$ cat config.mk
export PLATFORM = sky130hd
export DESIGN_NAME = btn_debounce_bank
export DESIGN_NICKNAME = d
export VERILOG_FILES = /design/src/rtl/btn_pkg.sv /design/src/rtl/btn_chan.sv /design/src/rtl/btn_debounce_bank.sv
export SDC_FILE = /design/constraint.sdc
export NUM_CORES = 1
export LEC_CHECK = 0
export CORE_MARGIN = 4
export CORE_UTILIZATION = 53
export DETAILED_ROUTE_END_ITERATION = 10
export PLACE_DENSITY = 0.67
export SYNTH_ARGS = -nofsm -noshare
export SYNTH_HDL_FRONTEND = slang
export SYNTH_SLANG_ARGS = --single-unit
$ cat constraint.sdc
create_clock -name clk -period 6.8 [get_ports clk]
set_input_delay 0.68 -clock clk [delete_from_list [all_inputs] [get_ports clk]]
set_output_delay 0.68 -clock clk [all_outputs]
set_load 0.02 [all_outputs]
$ cat src/rtl/btn_pkg.sv
// Shared definitions for the pushbutton conditioner bank: repeat FSM states
// and default cycle counts for a 25 MHz clock.
package btn_pkg;

   typedef enum logic [1:0] {
      IDLE        = 2'd0,
      HELD_DELAY  = 2'd1,
      HELD_REPEAT = 2'd2
   } state_t;

   localparam int DEF_SYNC_STAGES  = 2;
   localparam int DEF_DEBOUNCE_CYC = 50000;     // 2 ms
   localparam int DEF_REPEAT_DELAY = 12500000;  // 0.5 s
   localparam int DEF_REPEAT_RATE  = 2500000;   // 0.1 s

   function automatic int max_int(input int a, input int b);
      return (a > b) ? a : b;
   endfunction

endpackage

$ cat src/rtl/btn_chan.sv
// One button channel: synchroniser, debounce counter and typematic repeat FSM.
//
// state       | meaning
// ------------+-----------------------------------------------------------
// IDLE        | button released (debounced level low)
// HELD_DELAY  | held; waiting REPEAT_DELAY enabled cycles for first repeat
// HELD_REPEAT | held and repeating; press every REPEAT_RATE cycles
module btn_chan
   import btn_pkg::*;
#(
   parameter int SYNC_STAGES  = DEF_SYNC_STAGES,
   parameter int DEBOUNCE_CYC = DEF_DEBOUNCE_CYC,
   parameter int REPEAT_DELAY = DEF_REPEAT_DELAY,
   parameter int REPEAT_RATE  = DEF_REPEAT_RATE
) (
   input  logic clk,
   input  logic rst_n,
   input  logic btn,
   input  logic repeat_en,
   output logic level,
   output logic press,
   output logic release_pulse
);

   localparam int DB_W = $clog2(DEBOUNCE_CYC + 1);
   localparam int TM_W = $clog2(max_int(REPEAT_DELAY, REPEAT_RATE) + 1);

   localparam logic [DB_W-1:0] DB_LAST  = DB_W'(DEBOUNCE_CYC - 1);
   localparam logic [TM_W-1:0] DELAY_LD = TM_W'(REPEAT_DELAY - 1);
   localparam logic [TM_W-1:0] RATE_LD  = TM_W'(REPEAT_RATE - 1);

   logic [SYNC_STAGES-1:0] sync_q;
   logic [DB_W-1:0]        db_cnt;
   logic [TM_W-1:0]        tmr, tmr_nxt;
   state_t                 state, state_nxt;
   logic                   press_nxt, rel_nxt;
   logic                   btn_s, db_flip, lvl_rise, lvl_fall;

   assign btn_s    = sync_q[SYNC_STAGES-1];
   // Level toggles on the DEBOUNCE_CYC-th consecutive mismatching cycle; the
   // FSM reacts to that same edge so level and press/release stay aligned.
   assign db_flip  = (btn_s != level) && (db_cnt == DB_LAST);
   assign lvl_rise = db_flip & ~level;
   assign lvl_fall = db_flip & level;

   always_ff @(posedge clk) begin
      if (!rst_n) begin
         sync_q        <= '0;
         db_cnt        <= '0;
         level         <= 1'b0;
         state         <= IDLE;
         tmr           <= '0;
         press         <= 1'b0;
         release_pulse <= 1'b0;
      end else begin
         sync_q <= {sync_q[SYNC_STAGES-2:0], btn};
         if (btn_s == level) begin
            db_cnt <= '0;
         end else if (db_flip) begin
            db_cnt <= '0;
            level  <= ~level;
         end else begin
            db_cnt <= db_cnt + DB_W'(1);
         end
         state         <= state_nxt;
         tmr           <= tmr_nxt;
         press         <= press_nxt;
         release_pulse <= rel_nxt;
      end
   end

   // Repeat timer is a down-counter: loaded with interval-1, fires at zero.
   always_comb begin
      state_nxt = state;
      tmr_nxt   = tmr;
      press_nxt = 1'b0;
      rel_nxt   = 1'b0;
      case (state)
         IDLE: begin
            if (lvl_rise) begin
               state_nxt = HELD_DELAY;
               tmr_nxt   = DELAY_LD;
               press_nxt = 1'b1;
            end
         end
         HELD_DELAY: begin
            if (lvl_fall) begin
               state_nxt = IDLE;
               rel_nxt   = 1'b1;
            end else if (!repeat_en) begin
               tmr_nxt = DELAY_LD;
            end else if (tmr == '0) begin
               state_nxt = HELD_REPEAT;
               tmr_nxt   = RATE_LD;
               press_nxt = 1'b1;
            end else begin
               tmr_nxt = tmr - TM_W'(1);
            end
         end
         HELD_REPEAT: begin
            if (lvl_fall) begin
               state_nxt = IDLE;
               rel_nxt   = 1'b1;
            end else if (!repeat_en) begin
               state_nxt = HELD_DELAY;
               tmr_nxt   = DELAY_LD;
            end else if (tmr == '0) begin
               tmr_nxt   = RATE_LD;
               press_nxt = 1'b1;
            end else begin
               tmr_nxt = tmr - TM_W'(1);
            end
         end
         default: begin
            state_nxt = IDLE;
            tmr_nxt   = '0;
         end
      endcase
   end

endmodule

$ cat src/rtl/btn_debounce_bank.sv
// Bank of independent pushbutton conditioners; wiring plus parameter
// legality checks.
module btn_debounce_bank
   import btn_pkg::*;
#(
   parameter int N_CH         = 4,
   parameter int SYNC_STAGES  = DEF_SYNC_STAGES,
   parameter int DEBOUNCE_CYC = DEF_DEBOUNCE_CYC,
   parameter int REPEAT_DELAY = DEF_REPEAT_DELAY,
   parameter int REPEAT_RATE  = DEF_REPEAT_RATE
) (
   input  logic            clk,
   input  logic            rst_n,
   input  logic [N_CH-1:0] btn_in,
   input  logic [N_CH-1:0] repeat_en,
   output logic [N_CH-1:0] level,
   output logic [N_CH-1:0] press,
   output logic [N_CH-1:0] release_pulse
);

   if (N_CH < 1)         begin : g_bad_nch   $error("N_CH must be at least 1");         end
   if (SYNC_STAGES < 2)  begin : g_bad_sync  $error("SYNC_STAGES must be at least 2");  end
   if (DEBOUNCE_CYC < 1) begin : g_bad_db    $error("DEBOUNCE_CYC must be at least 1"); end
   if (REPEAT_DELAY < 1) begin : g_bad_delay $error("REPEAT_DELAY must be at least 1"); end
   if (REPEAT_RATE < 1)  begin : g_bad_rate  $error("REPEAT_RATE must be at least 1");  end

   for (genvar i = 0; i < N_CH; i++) begin : g_chan
      btn_chan #(
         .SYNC_STAGES  (SYNC_STAGES),
         .DEBOUNCE_CYC (DEBOUNCE_CYC),
         .REPEAT_DELAY (REPEAT_DELAY),
         .REPEAT_RATE  (REPEAT_RATE)
      ) u_chan (
         .clk           (clk),
         .rst_n         (rst_n),
         .btn           (btn_in[i]),
         .repeat_en     (repeat_en[i]),
         .level         (level[i]),
         .press         (press[i]),
         .release_pulse (release_pulse[i])
      );
   end

endmodule

==> metrics.txt, run 1 <==
pwr dens=around 190 nW/µm²; syn avg cell area=between 8 and 9 µm²; Crit. Startpoint=g_chan[2].u_chan.tmr[0]; Resize count post-CTS=0; largest net degree at the start of global routing=59; skew final=roughly 0.012 ns; Worst Setup EP=g_chan[2].u_chan.tmr[22]; design area=~11,000 µm²; post-CTS setup buffer count=0; Tcrit/Tclk final=a little under half; RePlAce Congestion=0.863; Worst Path Arrival=roughly 3.4 ns; status=complete, no violations; Total GRT Usage=22.1%; Max-slew headroom=approximately a quarter; RR Endpoint=g_chan[2].u_chan.tmr[22]; Worst IR Drop VDD=0.000171 V; area growth from synthesis to layout=8.64%; Die Footprint=roughly 22,000 µm²; Hold WS=between 0.4 and 0.5 ns; final wirelength=23,800 µm; Post-CTS Hold Buffers=0; post-synth cell types=74; leakage power=roughly 4.4 nW; Post-DP Area=10,600 µm²; H-tree depth=4; Clock Latency Late Sink=between 0.4 and 0.5 ns; ys async rst share=0%; clock tree buffer depth=2; CP endpoint kind=flop; vias=9,170; Residual DRC=0; Sequential Area=between 3000 and 4000 µm²; total chip power=between 0.002 and 0.0025 W; R2R cell count=8; Top FF cell, synth=dfxtp_1; Rows=50; cell area after synthesis=~10,000 µm²; Fin. Hold Viols=0; initial antenna violation count=0; CP max FO=7; pre-CTS setup slack=around 3.7 ns; Setup CP Type=reg2reg; worst min path class=reg2reg; initial core utilization=a little over half; final critical-path required period=3.13 ns; first-pass GRT wire length=a little over 40,000 µm; clock buffer count from CTS=17; r2r setup slk=3.67 ns; die width=about 150 µm; Reg2Reg Launch Point=g_chan[2].u_chan.tmr[0]; vias in the first global route=approximately 8,500; GRT overflow=0; DRT iter0 DRCs=~760; Post-synth EDFFs=0; Setup TNS=0 ns; CTS tree=built; root buffer cell=clkbuf_16; antenna viol nets, final=0; Final #Nets=between 1,000 and 1,500; via-per-instance ratio=just under 6; CP Launch Type=flop; Tightest Pin Transition=about 1.1 ns; register area share after synthesis=36.7%; post-detail-place hpwl=16,800 µm; Pins Over Slew Limit=0; post-DR wirelength/cell=around 15 µm; final setup violation count=0; post-synthesis net count=around 1,300; core area=18,900 µm²; synthesis-stage register bit count=188; Worst-path clk slew=~0.080 ns; Max-cap violations=0; drt first pass iters=5; CTS sink cnt=between 150 and 200; data required time of the critical path=about 7.1 ns; Max Clk Rate=0.319 GHz; diode count=0; multi-input combinational cell area=about 6000 µm²; Ys Warns=0; # fillers=1,786; Mapped Cells=between 1,000 and 1,500; layout cells sized above 1=about 5.5%; Die Ht=147 µm; worst setup margin=3.67 ns; port buffer count=21; # IOs=22; RSZ-0062 raised after global routing=false
-- cell type report --
class / instances / area share (%)
multi-input combinational: 988 / 54.3
timing repair buffer: 26 / 2.18
inverter: 48 / 1.62
tap: 260 / 2.92
clock inverter: 15 / 1.40
sequential: 188 / 33.7
clock buffer: 17 / 3.81
-- critical path: stages, from the launching register on --
cell      delay [ns]
dfxtp_1         0.36
inv_1           0.09
ha_1            0.25
or4b_2          0.67
nor4_1          0.77
nand3_1         0.21
a2111o_1        0.44
xor2_1          0.15
nor2_1          0.06
-- per-stage QoR --
stage               utilization, %  instances
finish                        59.0       1542
floorplan                        -       1280
global route                  59.0       1542
global placement              56.0       1510
detailed placement            56.0       1510
CTS                           59.0       1542
-- layer usage --
layer  up-vias  track usage (%)  share of wire (%)
met4         0             5.03               0.73
met3        15             4.07                4.2
met1      4294             31.3                 50
li1       4659                -                  -
met2       202             35.1                 45
met5         -                0                  0
-- registers in the layout, summed over array words and instances (netlist names) --
| name | cells |
|---|---|
| g_chan.u_chan.tmr | 96 |
| g_chan.u_chan.db_cnt | 64 |
| g_chan.u_chan.state | 8 |
| g_chan.u_chan.sync_q | 8 |
| g_chan.u_chan.level | 4 |
| g_chan.u_chan.press | 4 |
| g_chan.u_chan.release_pulse | 4 |
-- worst min-delay path by stage --
| stage | start | to | slack [ns] | cells after the start |
|---|---|---|---|---|
| 2_1_floorplan | g_chan[0].u_chan.sync_q[0] | g_chan[0].u_chan.sync_q[1] | 0.41 | 1 |
| 3_3_place_gp | g_chan[1].u_chan.sync_q[0] | g_chan[1].u_chan.sync_q[1] | 0.42 | 1 |
| 3_5_place_dp | g_chan[1].u_chan.sync_q[0] | g_chan[1].u_chan.sync_q[1] | 0.42 | 1 |
| 4_1_cts | g_chan[1].u_chan.sync_q[0] | g_chan[1].u_chan.sync_q[1] | 0.44 | 1 |
| 5_1_grt | g_chan[3].u_chan.sync_q[0] | g_chan[3].u_chan.sync_q[1] | 0.46 | 1 |
| 6_report | g_chan[1].u_chan.sync_q[0] | g_chan[1].u_chan.sync_q[1] | 0.44 | 1 |
-- cells in the final DEF, fill, tap and decap left out, types with 18 or more instances in the layout --
cell,netlist,final
a21o_1,20,20
a21oi_1,65,65
a31oi_1,21,21
and3_1,19,19
clkdlybuf4s50_1,0,20
dfxtp_1,188,188
ha_1,28,28
inv_1,48,48
nand2_1,105,105
nand3_1,62,62
nand4_1,34,34
nor2_1,157,157
nor3_1,44,44
nor4_1,19,19
o21ai_0,62,62
o31ai_1,22,22
or3_1,23,23
or4_1,18,18
xnor2_1,20,20
xor2_1,41,41
-- cells in the mapped netlist, types with 4 or more instances --
library cell,n,area (µm²)
dfxtp_1,188,3760
nor2_1,157,589
nand2_1,105,394
a21oi_1,65,325
nand3_1,62,310
o21ai_0,62,310
inv_1,48,180
nor3_1,44,220
xor2_1,41,359
clkbuf_1,38,143
nand4_1,34,213
ha_1,28,350
or3_1,23,144
o31ai_1,22,165
a31oi_1,21,131
a21o_1,20,150
xnor2_1,20,175
and3_1,19,119
nor4_1,19,119
or4_1,18,135
nand2b_1,17,106
and2_1,15,93.8
a22o_1,14,123
a221o_1,13,130
or2_2,13,81.3
buf_4,12,90.1
nor2b_1,12,75.1
o211ai_1,12,90.1
o22ai_1,11,68.8
a21boi_0,10,75.1
o41ai_1,10,87.6
and4_1,6,52.6
buf_2,6,30.0
nor3b_1,5,37.5
o21bai_1,5,37.5
o221a_2,5,56.3
a211oi_1,4,30.0
a32o_1,4,40.0
mux2i_1,4,40.0
o21ai_1,4,20.0
o2bb2ai_1,4,35.0
-- report_power, final --
group	switching, W	internal (W)	leakage (nW)	total, W
Combinational	0.0000291	0.0000143	2.61	0.0000433
Clock	0.000465	0.000518	0.279	0.000984
Sequential	0.00000244	0.00110	1.52	0.00111
Total	0.000497	0.00164	4.40	0.00213
-- cell families (layout without fill, tap and decap cells) --
logic type	after synthesis	in the layout	share of synthesized area (%)
flops	188	188	36.7
xor+xnor	61	61	5.20
simple gates	577	577	28.8
mux	5	5	0.500
buf+inv	104	106	4.31
fa+ha+maj	28	28	3.41
compound gates	317	317	21.1
(Power assumes the default switching activity.)
==> run 2: changes to the inputs <==
Clock period 6.8 ns to 3.2 ns, I/O delays scaled along.
==> run 2 against run 1 <==
  * Count of clock-buffer cells in the layout is 3 higher
  * Core utilization rose by 1.2 points
  * Combinational power up 120%
  * Clock skew is essentially flat
  * Via count increased by 1.8%
  * Clock power increased by 130%
==> metrics.txt, run 2 (synthesized netlist as in run 1, its figures left out) <==
RePlAce Congestion=about 0.9; most frequent cells in the layout=dfxtp_1, nor2_1, nand2_1; Comb power frac=~2.0%; port buffer count=21; P_int=about 0.0037 W; clock buffer count from CTS=17; vias=between 9,000 and 10,000; Die Ht=roughly 150 µm; antenna viol nets, final=0; diode count=0; commonest non-fill, non-tap cell in the layout=dfxtp_1; largest net degree at the start of global routing=67; max FFs per register=96; Top reg by flops=g_chan.u_chan.tmr; RSZ-0062 raised after global routing=false; worst setup margin=~0.33 ns; CP max FO=9; root buffer cell=clkbuf_16; Largest regs=g_chan.u_chan.tmr x96, g_chan.u_chan.db_cnt x64; CP max stage cell=or4b_2; area growth from synthesis to layout=10.8%; Worst IR Drop VDD=0.000298 V; DRT iter0 DRCs=~700; Final #Nets=approximately 1,300; post-detail-place hpwl=between 15,000 and 20,000 µm; post-DR wirelength/cell=15.4 µm; final critical-path required period=2.87 ns; Reg power frac=approximately half; pre-CTS setup slack=roughly 0.35 ns; Hold WS=around 0.42 ns; core area=about 19,000 µm²; Worst Path Arrival=about 3.2 ns; CTS tree=built; Worst-path clk slew=0.07 ns; Post-DP Area=between 10,000 and 15,000 µm²; H-tree depth=4; WP buf/inv=0; Max Clk Rate=around 0.35 GHz; Tightest Pin Transition=about 1.1 ns; final wirelength=24,000 µm; Pins Over Slew Limit=0; first-pass GRT wire length=about 41,000 µm; GRT overflow=0; r2r setup slk=approximately 0.33 ns; initial antenna violation count=0; crit-path max cell delay=a little over 0.7 ns; CP endpoint kind=flop; Setup TNS=0 ns; Die Footprint=around 22,000 µm²; pwr dens=roughly 420 nW/µm²; data required time of the critical path=about 3.5 ns; post-CTS setup buffer count=0; Resize count post-CTS=0; Max-slew headroom=between 20% and 30%; Fin. Hold Viols=0; drt first pass iters=7; net load switching power=0.000998 W; final setup violation count=0; status=complete, no violations; Total GRT Usage=about 22%; die width=around 150 µm; CTS sink cnt=~190; crit-path cells=or4b_2, nor4_2, a31oi_1, nor2_1, nor2_1, a221o_1; CP Launch Type=flop; crit-path leading delay family=simple AND/OR/NAND/NOR gates; design area=11,400 µm²; Rows=50; Sw Share=21.1%; Clock Latency Late Sink=0.43 ns; Max-cap violations=0; vias in the first global route=about 8,500; Post-CTS Hold Buffers=0; post-layout util=60.2%; # IOs=22; Residual DRC=0; CP dominant cell by count=nor2_1; initial core utilization=between 50% and 60%; Tcrit/Tclk final=between 80% and 90%; leakage power=between 4 and 5 nW; skew final=0.0127 ns; layout cells sized above 1=~7%; clock tree buffer depth=2; worst min path class=in2reg; Setup CP Type=reg2reg; Clock Power Share=48.4%; via-per-instance ratio=5.97
-- run 2: layout make-up --
cell class / count / area [µm²]
flip-flops and latches: 188 / 3760
well taps: 260 / 325
inverters: 48 / 180
repair buffers: 46 / 405
clock inverters: 12 / 184
multi-input cells: 988 / 6060
fillers: 1786 / 7520
clock buffers: 20 / 457
-- run 2: power groups by stage --
stage	combinational, W	clock (W)	sequential, W
global placement	0.0000961	0	0.00240
CTS	0.0000963	0.00234	0.00235
global route	0.000105	0.00243	0.00235
detailed placement	0.0000956	0	0.00240
finish	0.0000963	0.00229	0.00235
floorplan	0.0000605	0	0.00240
-- run 2: final timing paths --
path,start,end,cells past startpoint
worst max-delay path,g_chan[1].u_chan.db_cnt[12],g_chan[1].u_chan.tmr[11],6
worst min-delay path,rst_n,g_chan[0].u_chan.level,3
worst max register to register,g_chan[1].u_chan.db_cnt[12],g_chan[1].u_chan.tmr[11],6
worst min register to register,g_chan[1].u_chan.sync_q[0],g_chan[1].u_chan.sync_q[1],1
-- run 2: through the flow --
step           power (W)  instances
2_1_floorplan    0.00246       1280
3_5_place_dp     0.00250       1530
6_report         0.00474       1562
4_1_cts          0.00478       1562
3_3_place_gp     0.00250       1530
5_1_grt          0.00489       1562
-- run 2: metal layers --
metal / share of wire, % / track usage, %
met5: 0 / 0
met4: 0.85 / 5.55
met3: 4.6 / 3.73
met2: 45 / 34.3
met1: 50 / 31.6
-- run 2: worst reg2reg max path, cell delays in order, from the launching register on --
cell and delay, ns:
dfxtp_1 0.35, or4b_2 0.72, nor4_2 0.28, a31oi_1 0.20, nor2_1 0.59, nor2_1 0.24
a221o_1 0.37
==> run 3: changes to the inputs <==
Settings changed: CAP_MARGIN set to 20, SKIP_LAST_GASP set to 1.
==> results of run 3 <==
Same layout as run 2: the final DEF is identical, and so are final timing and power.
